===== config.mk =====
export PLATFORM = sky130hd
export DESIGN_NAME = pwm_capture
export DESIGN_NICKNAME = d
export VERILOG_FILES = /design/src/rtl/pwm_capture.sv
export SDC_FILE = /design/constraint.sdc
export NUM_CORES = 1
export LEC_CHECK = 0
export ABC_CLOCK_PERIOD_IN_PS = 2400
export BUFFER_PORTS_ARGS = -buffer_cell sky130_fd_sc_hd__buf_4
export CAP_MARGIN = 15
export CORE_MARGIN = 3
export CORE_UTILIZATION = 54
export DETAILED_ROUTE_END_ITERATION = 7
export PLACE_DENSITY = 0.72
export SLEW_MARGIN = 20
export SYNTH_ARGS = -nofsm -noshare
export SYNTH_HDL_FRONTEND = slang
export SYNTH_SLANG_ARGS = --single-unit

===== constraint.sdc =====
create_clock -name clk -period 2.4 [get_ports clk]
set_clock_uncertainty 0.2 [all_clocks]
set_input_delay 0.6 -clock clk [delete_from_list [all_inputs] [get_ports clk]]
set_output_delay 0.6 -clock clk [all_outputs]
set_load 0.02 [all_outputs]

===== src/rtl/pwm_capture.sv =====
// pwm_capture: measures the period and high time of an external PWM waveform.
// Both results are counted in clk cycles between synchronized edges of pwm_in.
// A saturating counter flags stuck-high or stuck-low inputs as a sticky timeout.
module pwm_capture #(
    parameter int bit_width = 10
) (
    input  logic                 clk,
    input  logic                 rst_n,
    input  logic                 pwm_in,
    output logic [bit_width-1:0] period_out,
    output logic [bit_width-1:0] high_out,
    output logic                 valid,
    output logic                 timeout,
    output logic                 stuck_level
);

    // Largest count the counter can hold. A period this long is still measurable.
    localparam logic [bit_width-1:0] CNT_MAX = {bit_width{1'b1}};
    localparam logic [bit_width-1:0] CNT_ONE = {{(bit_width-1){1'b0}}, 1'b1};
    localparam int                   SYNC_STAGES = 2;

    // IDLE waits for a rise to start a period. ARMED counts a period in progress.
    typedef enum logic {
        IDLE  = 1'b0,
        ARMED = 1'b1
    } state_t;

    // Synchronizer chain. Element 0 samples the asynchronous pin.
    logic [SYNC_STAGES-1:0] sync_reg;
    logic [SYNC_STAGES-1:0] sync_next;
    logic                   s_d_reg;
    logic                   s;
    logic                   rise;
    logic                   fall;

    state_t                 state_reg, state_next;
    logic [bit_width-1:0]   cnt_reg, cnt_next;
    logic [bit_width-1:0]   high_cap_reg, high_cap_next;
    logic [bit_width-1:0]   period_reg, period_next;
    logic [bit_width-1:0]   high_reg, high_next;
    logic                   valid_reg, valid_next;
    logic                   timeout_reg, timeout_next;
    logic                   stuck_reg, stuck_next;

    // Each stage takes the previous one. The first stage takes the raw pin.
    generate
        for (genvar gi = 0; gi < SYNC_STAGES; gi++) begin : g_sync
            if (gi == 0) begin : g_first
                assign sync_next[gi] = pwm_in;
            end else begin : g_rest
                assign sync_next[gi] = sync_reg[gi-1];
            end
        end
    endgenerate

    assign s    = sync_reg[SYNC_STAGES-1];
    assign rise = s & ~s_d_reg;
    assign fall = ~s & s_d_reg;

    // Synchronizer and edge-detect flops. Reset clears them, so a high input
    // at reset release shows up as a rise.
    always_ff @(posedge clk) begin
        if (!rst_n) begin
            sync_reg <= '0;
            s_d_reg  <= 1'b0;
        end else begin
            sync_reg <= sync_next;
            s_d_reg  <= s;
        end
    end

    // Free-running period counter. A rise restarts it at 1, so that the count
    // at the next rise equals the period. It saturates instead of wrapping.
    always_comb begin
        cnt_next = cnt_reg;
        if (rise) begin
            cnt_next = CNT_ONE;
        end else if (cnt_reg != CNT_MAX) begin
            cnt_next = cnt_reg + CNT_ONE;
        end
    end

    // Measurement FSM. It produces the next state and every result register.
    // A rise takes priority over a saturated counter, so a period of exactly
    // CNT_MAX is reported as a measurement and not as a timeout.
    always_comb begin
        state_next    = state_reg;
        high_cap_next = high_cap_reg;
        period_next   = period_reg;
        high_next     = high_reg;
        valid_next    = 1'b0;
        timeout_next  = timeout_reg;
        stuck_next    = stuck_reg;

        case (state_reg)
            IDLE: begin
                // The first rise only starts a period. A fall here is meaningless.
                if (rise) begin
                    state_next = ARMED;
                end
            end

            ARMED: begin
                // The high time is the count at the fall. It stays fresh because
                // a fall always comes before the next rise.
                if (fall) begin
                    high_cap_next = cnt_reg;
                end
                if (rise) begin
                    period_next  = cnt_reg;
                    high_next    = high_cap_reg;
                    valid_next   = 1'b1;
                    timeout_next = 1'b0;
                end else if (cnt_reg == CNT_MAX) begin
                    // The period is too long to measure. Keep the last results,
                    // record the stuck level and wait for a fresh rise.
                    timeout_next = 1'b1;
                    stuck_next   = s;
                    state_next   = IDLE;
                end
            end

            default: begin
                state_next = IDLE;
            end
        endcase
    end

    // State and result registers. Reset discards any partial period.
    always_ff @(posedge clk) begin
        if (!rst_n) begin
            state_reg    <= IDLE;
            cnt_reg      <= '0;
            high_cap_reg <= '0;
            period_reg   <= '0;
            high_reg     <= '0;
            valid_reg    <= 1'b0;
            timeout_reg  <= 1'b0;
            stuck_reg    <= 1'b0;
        end else begin
            state_reg    <= state_next;
            cnt_reg      <= cnt_next;
            high_cap_reg <= high_cap_next;
            period_reg   <= period_next;
            high_reg     <= high_next;
            valid_reg    <= valid_next;
            timeout_reg  <= timeout_next;
            stuck_reg    <= stuck_next;
        end
    end

    assign period_out  = period_reg;
    assign high_out    = high_reg;
    assign valid       = valid_reg;
    assign timeout     = timeout_reg;
    assign stuck_level = stuck_reg;

endmodule


Word-level counts from Yosys, hierarchy flattened
Index checks and enable logic that the tools add are counted.
{ "classes": {"bitwise_logic": 7, "mux": 8, "n_reduce_logical": 8, "eq_ne": 2, "addsub": 1} }
{ "op_table": {"columns": ["operator", "n"], "rows": [
  ["adder 10 x 1 -> 10 bit, second input constant", 1],
  ["equality test 10 bit, second input constant", 1],
  ["!= test 10 bit, second input constant", 1],
  ["AND reduction 2 bit", 4],
  ["2-to-1 mux 1 bit", 7],
  ["inverter 1 bit", 5],
  ["nonzero test 2 bit", 2],
  ["AND reduction 3 bit", 1],
  ["AND 1 bit", 2],
  ["one-hot mux 1 bit (2 select lines)", 1],
  ["OR reduction 2 bit", 1]
]} }
{ "word_totals": {"output_inout_bits": 23, "inputBits": 3, "ff_bits": 47} }

Logic depth before layout (Yosys ltp)
Gate-level depths: netlist (run 1).
{ "logic_depth": {"depth_word": 4, "depth_mapped": 4, "depth_no_buf": 4} }

Worst setup path before layout (run 1)
Ideal clock, no wire load.
{ "synth_path": {"path_kind": "reg2reg", "start": "reg cnt_reg[0]", "end": "reg cnt_reg[0]", "path_buffers": 0, "arrival_time_ns": 1.378, "stages_incl_launch_ff": 5, "setup_slack_ns": 0.704, "setup_ns": 0.118, "required_ns": 2.082, "path_cell_list": "dfxtp_1 ha_1 nand4_2 or3_1 o2111a_1"} }
{ "synth_via": {"elab_chain_len": 3, "word_cells_on_any_way": 5, "classes_between": "1 x add/sub; 1 x eq/ne; 2 x mux; 1 x reduce/logical"} }
{ "synth_lines": {"columns": ["element", "line_no", "rtl"], "rows": [
  ["from (decl)", "37", "logic [bit_width-1:0] cnt_reg, cnt_next;"],
  ["from (signal assigned)", "142", "cnt_reg <= cnt_next;"],
  ["adder 10 x 1 -> 10 bit", "79", "cnt_next = cnt_reg + CNT_ONE;"],
  ["2-to-1 mux 1 bit", "78", "end else if (cnt_reg != CNT_MAX) begin"],
  ["2-to-1 mux 1 bit", "76", "if (rise) begin"]
]} }
Several ways; a longest one is shown, not always the timed one. The select of a mux whose other input is x is not followed.
A chain may end at the register's enable or synchronous reset.

Worst setup path in the final report (run 1)
{ "layout_path": {"start": "reg cnt_reg[0]", "end": "reg stuck_reg (netlist: stuck_level)"} }
{ "layout_via": {"elab_chain_len": 2} }
{ "layout_lines": {"columns": ["element", "line_no", "rtl"], "rows": [
  ["equality test 10 bit", "114", "end else if (cnt_reg == CNT_MAX) begin"],
  ["AND reduction 3 bit (no line)", null, null],
  ["to (signal assigned)", "148", "stuck_reg <= stuck_next;"],
  ["to (decl)", "43", "logic stuck_reg, stuck_next;"]
]} }
No other way between the ends.

==> run summary, run 1 <==
==========================================================================================
Nets                                                                                   190
Layout cell share with drive strength beyond 1                                       19.8%
Pin count of the biggest net entering global routing                                    22
Max-slew violation total from the final report                                           0
Crit. End Element                                                                flip-flop
Yosys warning total                                                                      0
Fin cells                                                                              229
Max-slew headroom at the worst pin                                                   54.6%
Pwr per Cell Area                                                              606 nW/um^2
# resized after CTS                                                                      0
Antenna violations before repair                                                         0
RSZ-0062 raised after global routing                                                    no
Number of remaining DRC errors                                                           0
Portion of synthesized cell area occupied by the leading cell type                   54.7%
Largest delay contributor family on the critical path                         simple AND/OR/NAND/NOR gates
Worst min path class                                                          input port to flip-flop
Post-synthesis sequential element count                                                 47
Clock edge transition at the registers on the reported setup and hold paths        0.13 ns
Routed Antenna Nets                                                                      0
Post-CTS setup-driven buffer insertion count                                             0
Upper clock frequency limit                                                        560 MHz
Input/output buffers                                                                    25
Mean cell area of the mapped netlist                                            10.7 sq um
Main area contributors after synthesis                                        sky130_fd_sc_hd__dfxtp_1 55%, sky130_fd_sc_hd__a22o_1 10%, sky130_fd_sc_hd__mux2i_1 7.0%
Slew of the pin with the lowest slew margin                                       0.679 ns
Portion of the post-synthesis area used by sequential elements                       54.7%
Distinct cells, synth                                                                   32
Complex-gate fraction of the synthesized area                                        19.4%
Clock period minus final worst setup slack                                         1.78 ns
Peak VDD IR                                                                       0.376 mV
Clock tree from TritonCTS                                                             done
Syn-to-layout area delta                                                             15.8%
Number of failing setup endpoints in the final timing report                             0
Die ar.                                                                         3900 sq um
Total of fill cells in the finished design                                             233
Detailed Place HPWL                                                                2.41 mm
Number of levels the H-tree was split into                                               2
Static power due to leakage                                                       0.856 nW
Number of hold violations in the final report                                            0
Most frequent cells after synthesis                                           47 x sky130_fd_sc_hd__dfxtp_1, 20 x sky130_fd_sc_hd__a22o_1, 12 x sky130_fd_sc_hd__mux2i_1
Area of the multi-input gates                                                    711 sq um
Standard cell core area                                                         2900 sq um
Total clock buffers created by CTS                                                       5
DRT iter0 DRCs                                                                          74
Share of cell area taken by muxes after synthesis                                    6.99%
Summed instance area of the synthesized netlist                                 1720 sq um
Part of the cycle the worst path needs                                               74.3%
Syn Nets                                                                               165
Number of buffers between clock root and the deepest sink                                2
Chip width                                                                         62.4 um
Starting utilization of the core area                                                59.3%
Antenna cells                                                                            0
Cell-by-cell trace of the critical path                                       ha_1 -> and4_1 -> nand3_1 -> o221a_1
TNS Setup                                                                             0 ns
Cell count after synthesis                                                             161
Max-capacitance violation count                                                          0
GRT Residual Overflow                                                                    0
Critical-path top delay cell                                                  sky130_fd_sc_hd__dfxtp_1
Post-synth ARST share                                                                   0%
CTS Root Buffer Type                                                          sky130_fd_sc_hd__clkbuf_4
Kind of critical path                                                         flip-flop to flip-flop
Final weighted congestion in routability-driven placement                            0.839
Chip Height                                                                        62.4 um
Required time at the worst-slack endpoint                                          2.47 ns
Number of global-route vias before repair                                            1,239
Global router's overall resource usage                                               19.7%
Arrival time at the worst endpoint                                                 1.86 ns
I/O pin count                                                                           26
Adder-Cell Fraction of Synth Area                                                   0.728%
Clk Latency, worst-skew pair                                                       0.37 ns
Final standard cell area without fillers                                        1990 sq um
Worst stage delay on the critical path                                             0.36 ns
Cell with the most instances after synthesis                                  sky130_fd_sc_hd__dfxtp_1
Area leader, netlist                                                          sky130_fd_sc_hd__dfxtp_1
First-pass GRT wire length                                                         6.01 mm
Average vias per placed instance                                                      5.85
First-pass iteration count of the detailed router                                        5
Post-DR wirelength/cell                                                            15.6 um
Post-synth EDFFs                                                                         0
CTS Sinks                                                                               47
Aggregate routed wire length                                                       3.57 mm
Max Fanout on Critical Path                                                              7
Share of the synthesized netlist area taken by xor and xnor gates                       0%
Final hold slack                                                                  0.226 ns
Crit path launch type                                                            flip-flop
Run status                                                                    finished, final reports clean
Commonest register cell after synthesis                                       sky130_fd_sc_hd__dfxtp_1
Count of hold buffers inserted by post-cts repair                                        0
Placed instance count                                                                  221
Simple-gate portion of the synthesized area                                          14.3%
Number of buffers and inverters on the critical path                                     0
Largest family of logic cells by synthesized area                             compound AO/OA/AOI/OAI gates
FF/Latch Area                                                                    941 sq um
Placed Instance Area                                                            1940 sq um
Number of rows in the core area                                                         19
Routed via count                                                                     1,339
==========================================================================================
## power by group
group / leakage [nW] / switching [mW] / total, mW / internal (mW)
sequential: 0.380 / 0.00754 / 0.796 / 0.788
clock: 0.0282 / 0.239 / 0.353 / 0.113
combinational: 0.448 / 0.0361 / 0.0576 / 0.0215
## kinds of logic (layout without fill, tap and decap cells)
family                   after synthesis  count (layout)
multiplexers                          12              12
flip-flops                            47              47
buffers and inverters                 15              41
AND/OR/NAND/NOR                       45              45
AO/OA/AOI/OAI                         41              41
adder cells (fa/ha/maj)                1               1
## layout by cell type, fill, tap and decap left out, types with 4 or more instances in the layout
master                      n
sky130_fd_sc_hd__inv_1      4
sky130_fd_sc_hd__clkbuf_4   5
sky130_fd_sc_hd__mux2i_1   12
sky130_fd_sc_hd__nand3_1    7
sky130_fd_sc_hd__buf_4     29
sky130_fd_sc_hd__nand2_1    6
sky130_fd_sc_hd__a22o_1    20
sky130_fd_sc_hd__nor2_1    10
sky130_fd_sc_hd__dfxtp_1   47
sky130_fd_sc_hd__a211oi_1   4
## layer usage
layer / wire, um / track usage (%)
met5: 0 / 0
met4: 73 / 9.09
met3: 165 / 4.32
met2: 1670 / 31.8
met1: 1660 / 25.0
## area by class of cell
type                            count  area share, %
Inverter                            4          0.754
Sequential cell                    47           47.3
Tap cell                           42           2.64
Clock inverter                      2          0.629
Timing Repair Buffer               29           10.9
Multi-Input combinational cell     99           35.7
Clock buffer                        6           2.07
## stage by stage
step / total power, mW / util (%) / setup slack (ns)
CTS: 1.22 / 68.6 / 0.628
detailed placement: 0.870 / 66.8 / 0.469
global route: 1.27 / 68.6 / 0.507
global placement: 0.867 / 66.8 / 0.517
finish: 1.21 / 68.6 / 0.616
floorplan: 0.848 / - / 0.704
## worst paths after layout
kind                            slack (ns)  cells after the start           to         from
worst max register to register        0.62                      4  stuck_level   cnt_reg[0]
worst min-delay path                  0.23                      2  sync_reg[0]       pwm_in
worst max-delay path                  0.62                      4  stuck_level   cnt_reg[0]
worst min register to register        0.26                      1  sync_reg[1]  sync_reg[0]
## worst reg2reg max path, stage by stage (launching register included)
cell and delay (ns):
sky130_fd_sc_hd__dfxtp_1 0.36, sky130_fd_sc_hd__ha_1 0.30, sky130_fd_sc_hd__and4_1 0.34, sky130_fd_sc_hd__nand3_1 0.20
sky130_fd_sc_hd__o221a_1 0.31
No activity file was read; power rests on OpenSTA's default activity.
==> run 2: changes to the inputs <==
Settings changed: ABC_CLOCK_PERIOD_IN_PS 2400 to 1400, CORE_UTILIZATION 54 to 49, PLACE_DENSITY 0.72 to 0.69.
Clock period 2.4 ns to 1.4 ns, I/O delays scaled along.
==> run 2 against run 1 <==
Effect of this change:
- the run now ends with setup timing left
- sequential cell count is the same
- power grew 87%
- cell area rose by 29%
- fmax up 18%
- non-clock buffer count grew 35
- largest power group unchanged
==> run summary, run 2 (synthesis gave the netlist of run 1 again) <==
==========================================================================================
Run status                                                                    finished, violations left
Failing checks                                                                setup timing
Part of the cycle the worst path needs                                                108%   +33 points
Fin cells                                                                              265   +16%
Worst setup path start                                                          cnt_reg[1]
Worst r2r src                                                                   cnt_reg[1]
Arrival time at the worst endpoint                                                 1.57 ns   -0.29 ns
Average vias per placed instance                                                      5.82   -0.42%
Peak VDD IR                                                                       0.632 mV   +68%
GRT Residual Overflow                                                                    0   unchanged
RSZ-0062 raised after global routing                                                   yes
Overall power                                                                      2.25 mW   +87%
Busiest metal layer after global routing                                              met2
Cell-by-cell trace of the critical path                                       ha_4 -> nand4_4 -> or3_1 -> o2111a_1
First-pass GRT wire length                                                         7.84 mm   +30%
Worst min path class                                                          input port to flip-flop
Number of buffers and inverters on the critical path                                     0   unchanged
Routed via count                                                                     1,543   +15%
Capturing point of the worst reg2reg path                                       cnt_reg[0]
Starting utilization of the core area                                                53.7%   -5.6 points
Max-capacitance violation count                                                          0   unchanged
Largest delay contributor family on the critical path                         simple AND/OR/NAND/NOR gates
Aggregate routed wire length                                                       4.83 mm   +35%
Total clock buffers created by CTS                                                       5   unchanged
Pin count of the biggest net entering global routing                                    22   unchanged
Syn-to-layout area delta                                                             49.8%
Antenna violations before repair                                                         0   unchanged
Met1 routing resource usage after global routing                                     28.6%   +3.7 points
Antenna cells                                                                            0   unchanged
Number of hold violations in the final report                                            0   unchanged
Max Fanout on Critical Path                                                              4   -3
Number of remaining DRC errors                                                           0   unchanged
Top library cells by usage in the layout, fill and taps aside                 36 x sky130_fd_sc_hd__buf_4, 29 x sky130_fd_sc_hd__dfxtp_2, 25 x sky130_fd_sc_hd__buf_6
Layout cell share with drive strength beyond 1                                       56.1%   +36 points
Input/output buffers                                                                    25   unchanged
Critical-path top delay cell                                                  sky130_fd_sc_hd__dfxtp_4
Number of failing setup endpoints in the final timing report                             7   +7
Chip Height                                                                        65.2 um   +4.5%
First-pass iteration count of the detailed router                                        4   -1
Clock period minus final worst setup slack                                         1.51 ns   -0.278 ns
Clock tree from TritonCTS                                                             done
Area of the multi-input gates                                                    841 sq um   +18%
Endpoint of the most critical setup path                                        cnt_reg[0]
Slew of the pin with the lowest slew margin                                       0.259 ns   -0.421 ns
Clk Latency, worst-skew pair                                                       0.35 ns   -0.02 ns
I/O pin count                                                                           26   unchanged
FF/Latch Area                                                                    992 sq um   +5.5%
Detailed Place HPWL                                                                3.05 mm   +27%
Leading cell type in the layout, fill and taps excluded                       sky130_fd_sc_hd__buf_4
Depth of the most critical reg-to-reg path                                               4   unchanged
Number of levels the H-tree was split into                                               2   unchanged
Crit path launch type                                                            flip-flop
Global routing met3 resource utilization                                             4.96%   +0.64 points
Post-DR wirelength/cell                                                            18.2 um   +17%
Number of global-route vias before repair                                            1,587   +28%
R2R Setup Slk                                                                     -0.11 ns   -0.72 ns
CTS Sinks                                                                               47   unchanged
DRT iter0 DRCs                                                                         109   +47%
Die ar.                                                                         4250 sq um   +9.2%
Max-slew headroom at the worst pin                                                   82.8%   +28 points
Nets                                                                                   225   +18%
Standard cell core area                                                         3200 sq um   +10%
Max-slew violation total from the final report                                           0   unchanged
Min setup slack post-route                                                       -0.106 ns   -0.722 ns
Static power due to leakage                                                        1.09 nW   +27%
Final weighted congestion in routability-driven placement                            0.856   +2.1%
Chip width                                                                         65.2 um   +4.5%
Path length in cells of the critical path                                                4   unchanged
Routed Antenna Nets                                                                      0   unchanged
Crit. End Element                                                                flip-flop
Worst stage delay on the critical path                                             0.39 ns   +0.03 ns
Clock edge transition at the registers on the reported setup and hold paths        0.13 ns   about the same
Global router's overall resource usage                                               24.2%   +4.5 points
Pwr per Cell Area                                                              875 nW/um^2   +44%
M2 GR Usage                                                                          42.0%   +10 points
Total of fill cells in the finished design                                             215   -7.7%
Required time at the worst-slack endpoint                                          1.46 ns   -1.01 ns
CTS Root Buffer Type                                                          sky130_fd_sc_hd__clkbuf_4
Kind of critical path                                                         flip-flop to flip-flop
Upper clock frequency limit                                                        664 MHz   +18%
Number of buffers between clock root and the deepest sink                                2   unchanged
Number of rows in the core area                                                         20   +1
Placed instance count                                                                  247   +12%
==========================================================================================
[run 2: cell types whose count changed in the layout (fill, tap and decap cells not counted), moves of 4 or more]
cell                      previous run  this run
sky130_fd_sc_hd__dfxtp_1            47        14
sky130_fd_sc_hd__dfxtp_2             0        29
sky130_fd_sc_hd__buf_6               0        25
sky130_fd_sc_hd__buf_4              29        36
sky130_fd_sc_hd__dfxtp_4             0         4
[run 2: worst min path at each step]
stage / start / end / slack, ns / cells after the start
after floorplan: sync_reg[0] / sync_reg[1] / 0.21 / 1
after global placement: sync_reg[0] / sync_reg[1] / 0.22 / 1
after detailed placement: sync_reg[0] / sync_reg[1] / 0.22 / 1
after CTS: rst_n / state_reg / 0.14 / 3
after global routing: rst_n / state_reg / 0.16 / 3
final: rst_n / state_reg / 0.15 / 3
[run 2: layout make-up]
type | instances | share of cell area [%]
sequential | 47 | 38.5
clock inverter | 1 | 0.292
inverter | 4 | 0.583
tap | 44 | 2.14
multi-input combinational | 99 | 32.7
clock buffer | 6 | 2.43
timing repair buffer | 64 | 23.4
[run 2: layer usage]
layer,vias up,routed length [um]
li1,721,-
met1,771,2090
met2,40,2440
met3,11,203
met4,0,94
met5,-,0
[run 2: where the power goes]
| part | leakage (nW) | switching (mW) | internal, mW |
|---|---|---|---|
| Sequential | 0.397 | 0.0159 | 1.35 |
| Combinational | 0.654 | 0.0843 | 0.0832 |
| Clock | 0.0355 | 0.425 | 0.295 |
[run 2: worst register-to-register path: cells and delay by family, from the launching register on]
kind	cells	cell delay, ns
adder cells (fa/ha/maj)	1	0.17
AND/OR/NAND/NOR	2	0.44
AO/OA/AOI/OAI	1	0.23
flip-flops	1	0.39
[run 2: stage by stage]
| stage | cell area [sq um] | hold WS, ns | setup slack (ns) | utilization (%) | setup TNS [ns] |
|---|---|---|---|---|---|
| after CTS | 2440 | 0.139 | -0.0873 | 76.1 | -1.21 |
| final | 2570 | 0.150 | -0.106 | 80.4 | -0.371 |
| after floorplan | 1760 | 0.212 | -0.0683 | - | -0.0966 |
| after global placement | 2190 | 0.220 | -0.0685 | 68.3 | -0.377 |
| after detailed placement | 2190 | 0.225 | -0.137 | 68.3 | -0.706 |
| after global routing | 2570 | 0.159 | -0.132 | 80.4 | -1.72 |
[run 2: repair_timing]
action | 4_1_cts | 5_1_grt
endpoints found under the hold margin | 1 | 0
resized for setup | 46 | 32
endpoints found under the setup margin | 50 | 66
cloned | 0 | 0
buffers inserted | 7 | 3
hold buffers | 1 | 0
pin swaps | 3 | 10
==> run 3: changes to the inputs <==
--- a/config.mk
+++ b/config.mk
@@ -13,4 +13,5 @@
 export DETAILED_ROUTE_END_ITERATION = 7
 export PLACE_DENSITY = 0.69
+export SKIP_LAST_GASP = 1
 export SLEW_MARGIN = 20
 export SYNTH_ARGS = -nofsm -noshare
==> constraint.sdc (replaced) <==
create_clock -name clk -period 1.4 [get_ports clk]
set_clock_uncertainty 0.2 [all_clocks]
set_input_delay 0.35 -clock clk [delete_from_list [all_inputs] [get_ports clk]]
set_output_delay 0.35 -clock clk [all_outputs]
set_load 0.05 [all_outputs]
==> run 3 against run 2 <==
Effect of this change:
- the run still ends with setup timing left
- sequential power hardly changed
- die area stayed put
- non-clock buffer count is 4 higher
- sequential share of layout area is 1.6 points lower
- core utilization is 3.6 points higher
- cell count is 1.5% higher
- cell area is 4.4% higher
==> run summary, run 3 (synthesis gave the netlist of run 1 again) <==
==========================================================================================
Failing checks                                                                setup timing
Slew of the pin with the lowest slew margin                                       0.298 ns   +0.0392 ns
Aggregate routed wire length                                                       5.14 mm   +6.5%
First-pass iteration count of the detailed router                                        4   unchanged
Worst min path class                                                          input port to flip-flop
Max Fanout on Critical Path                                                              4   unchanged
Post-DR wirelength/cell                                                            19.1 um   +4.9%
Max-capacitance violation count                                                          0   unchanged
Path length in cells of the critical path                                                4   unchanged
Nets                                                                                   229   +1.8%
Clk Latency, worst-skew pair                                                       0.36 ns   about the same
CTS Root Buffer Type                                                          sky130_fd_sc_hd__clkbuf_4
Syn-to-layout area delta                                                             56.4%
Part of the cycle the worst path needs                                                108%   +0.55 points
Number of levels the H-tree was split into                                               2   unchanged
Run status                                                                    finished, violations left
Critical-path top delay cell                                                  sky130_fd_sc_hd__dfxtp_4
GRT Residual Overflow                                                                    0   unchanged
Largest delay contributor family on the critical path                         simple AND/OR/NAND/NOR gates
Worst setup path start                                                          cnt_reg[1]
Number of hold violations in the final report                                            0   unchanged
Leading cell type in the layout, fill and taps excluded                       sky130_fd_sc_hd__buf_4
Max-slew headroom at the worst pin                                                   80.2%   -2.6 points
Total clock buffers created by CTS                                                       5   unchanged
Layout cell share with drive strength beyond 1                                       57.3%   +1.2 points
Met2 routed wirelength                                                             2.61 mm   +7.0%
Clock tree from TritonCTS                                                             done
Final weighted congestion in routability-driven placement                            0.856   unchanged
Worst slack, placed                                                              -0.137 ns   unchanged
Routed Antenna Nets                                                                      0   unchanged
Clock edge transition at the registers on the reported setup and hold paths        0.13 ns   about the same
Number of rows in the core area                                                         20   unchanged
Static power due to leakage                                                        1.13 nW   +3.8%
Worst r2r src                                                                   cnt_reg[1]
Total of fill cells in the finished design                                             188   -13%
Average vias per placed instance                                                      5.81   -0.15%
CTS Sinks                                                                               47   unchanged
Number of buffers between clock root and the deepest sink                                2   unchanged
Worst stage delay on the critical path                                             0.39 ns   about the same
Met3 wire length                                                                    298 um   +47%
Arrival time at the worst endpoint                                                 1.58 ns   about the same
Utilization after layout                                                             83.9%   +3.6 points
Peak VDD IR                                                                       0.648 mV   +2.6%
Top library cells by usage in the layout, fill and taps aside                 37 x sky130_fd_sc_hd__buf_4, 29 x sky130_fd_sc_hd__dfxtp_2, 20 x sky130_fd_sc_hd__a22o_1, 20 x sky130_fd_sc_hd__buf_8, 14 x sky130_fd_sc_hd__dfxtp_1
Chip width                                                                         65.2 um   unchanged
Post-Route M1 WL                                                                   2.12 mm   +1.3%
Number of remaining DRC errors                                                           0   unchanged
Cell-by-cell trace of the critical path                                       ha_4 -> nand4_4 -> or3_1 -> o2111a_1
Standard cell core area                                                         3200 sq um   unchanged
Die ar.                                                                         4250 sq um   unchanged
Chip Height                                                                        65.2 um   unchanged
Global router's overall resource usage                                               24.6%   +0.47 points
Capturing point of the worst reg2reg path                                       cnt_reg[0]
Number of buffers and inverters on the critical path                                     0   unchanged
DRT iter0 DRCs                                                                         103   -5.5%
Required time at the worst-slack endpoint                                          1.46 ns   about the same
First-pass GRT wire length                                                         8.00 mm   +2.1%
Depth of the most critical reg-to-reg path                                               4   unchanged
I/O pin count                                                                           26   unchanged
Detailed Place HPWL                                                                3.05 mm   unchanged
Max-slew violation total from the final report                                           0   unchanged
Input/output buffers                                                                    25   unchanged
Clock period minus final worst setup slack                                         1.51 ns   +0.00770 ns
Pin count of the biggest net entering global routing                                    22   unchanged
Kind of critical path                                                         flip-flop to flip-flop
Number of global-route vias before repair                                            1,609   +1.4%
Endpoint of the most critical setup path                                        cnt_reg[0]
Uppermost routed layer                                                                met4
Starting utilization of the core area                                                53.7%   unchanged
R2R Setup Slk                                                                     -0.11 ns   about the same
Crit path launch type                                                            flip-flop
Upper clock frequency limit                                                        660 MHz   -0.51%
Number of failing setup endpoints in the final timing report                            29   +22
Pwr per Cell Area                                                              844 nW/um^2   -3.6%
Min setup slack post-route                                                       -0.114 ns   -0.00770 ns
Routed via count                                                                     1,564   +1.4%
Antenna violations before repair                                                         0   unchanged
RSZ-0062 raised after global routing                                                   yes
Crit. End Element                                                                flip-flop
Antenna cells                                                                            0   unchanged
==========================================================================================
## run 3: layer usage
layer / GRT usage, % / vias to the layer above
met4: 9.33 / 0
met3: 4.96 / 12
met5: 0 / -
met2: 44.0 / 60
li1: - / 735
met1: 28.8 / 757
## run 3: how the worst min path moves through the flow
stage / from / end / depth (start not counted) / slack, ns
final: rst_n / state_reg / 3 / 0.16
after global routing: rst_n / state_reg / 3 / 0.17
after CTS: rst_n / state_reg / 3 / 0.14
after detailed placement: sync_reg[0] / sync_reg[1] / 1 / 0.22
after global placement: sync_reg[0] / sync_reg[1] / 1 / 0.22
after floorplan: sync_reg[0] / sync_reg[1] / 1 / 0.21
## run 3: cell type report
type                            count  area [sq um]  share of cell area [%]
Tap cell                           44          55.1                    2.05
Multi-Input combinational cell     99           845                    31.4
Sequential cell                    47           992                    36.9
Clock buffer                        6          62.6                    2.33
Inverter                            4          15.0                   0.558
Clock inverter                      1          7.51                   0.279
Timing Repair Buffer               68           712                    26.5
## run 3: per-stage QoR
stage          hold slack (ns)  setup TNS [ns]  cell area (sq um)  power, mW  cells
3_5_place_dp             0.225          -0.706               2190       1.54    247
4_1_cts                  0.139           -1.77               2530       2.24    262
3_3_place_gp             0.220          -0.377               2190       1.53    247
5_1_grt                  0.173           -2.94               2690       2.35    269
2_1_floorplan            0.212         -0.0966               1760       1.46    161
6_report                 0.161           -1.02               2690       2.27    269
## run 3: repair_timing
item / in CTS / in global routing
resized for setup: 71 / 31
hold buffers: 1 / 0
endpoints found under the hold margin: 1 / 0
pin swaps: 3 / 10
buffers inserted: 7 / 6
gates cloned: 0 / 1
setup endpoints to repair: 51 / 67
## run 3: power breakdown
group / switching, mW / total [mW] / internal (mW)
clock network: 0.431 / 0.727 / 0.295
registers: 0.0166 / 1.37 / 1.35
logic: 0.0882 / 0.175 / 0.0873
total: 0.536 / 2.27 / 1.73
## run 3: worst register-to-register path: cells and delay by family (launching register included)
family | cells | cell delay, ns
DFF | 1 | 0.39
adders and majority gates | 1 | 0.17
and+or+nand+nor | 2 | 0.44
AOI/OAI and AO/OA | 1 | 0.23
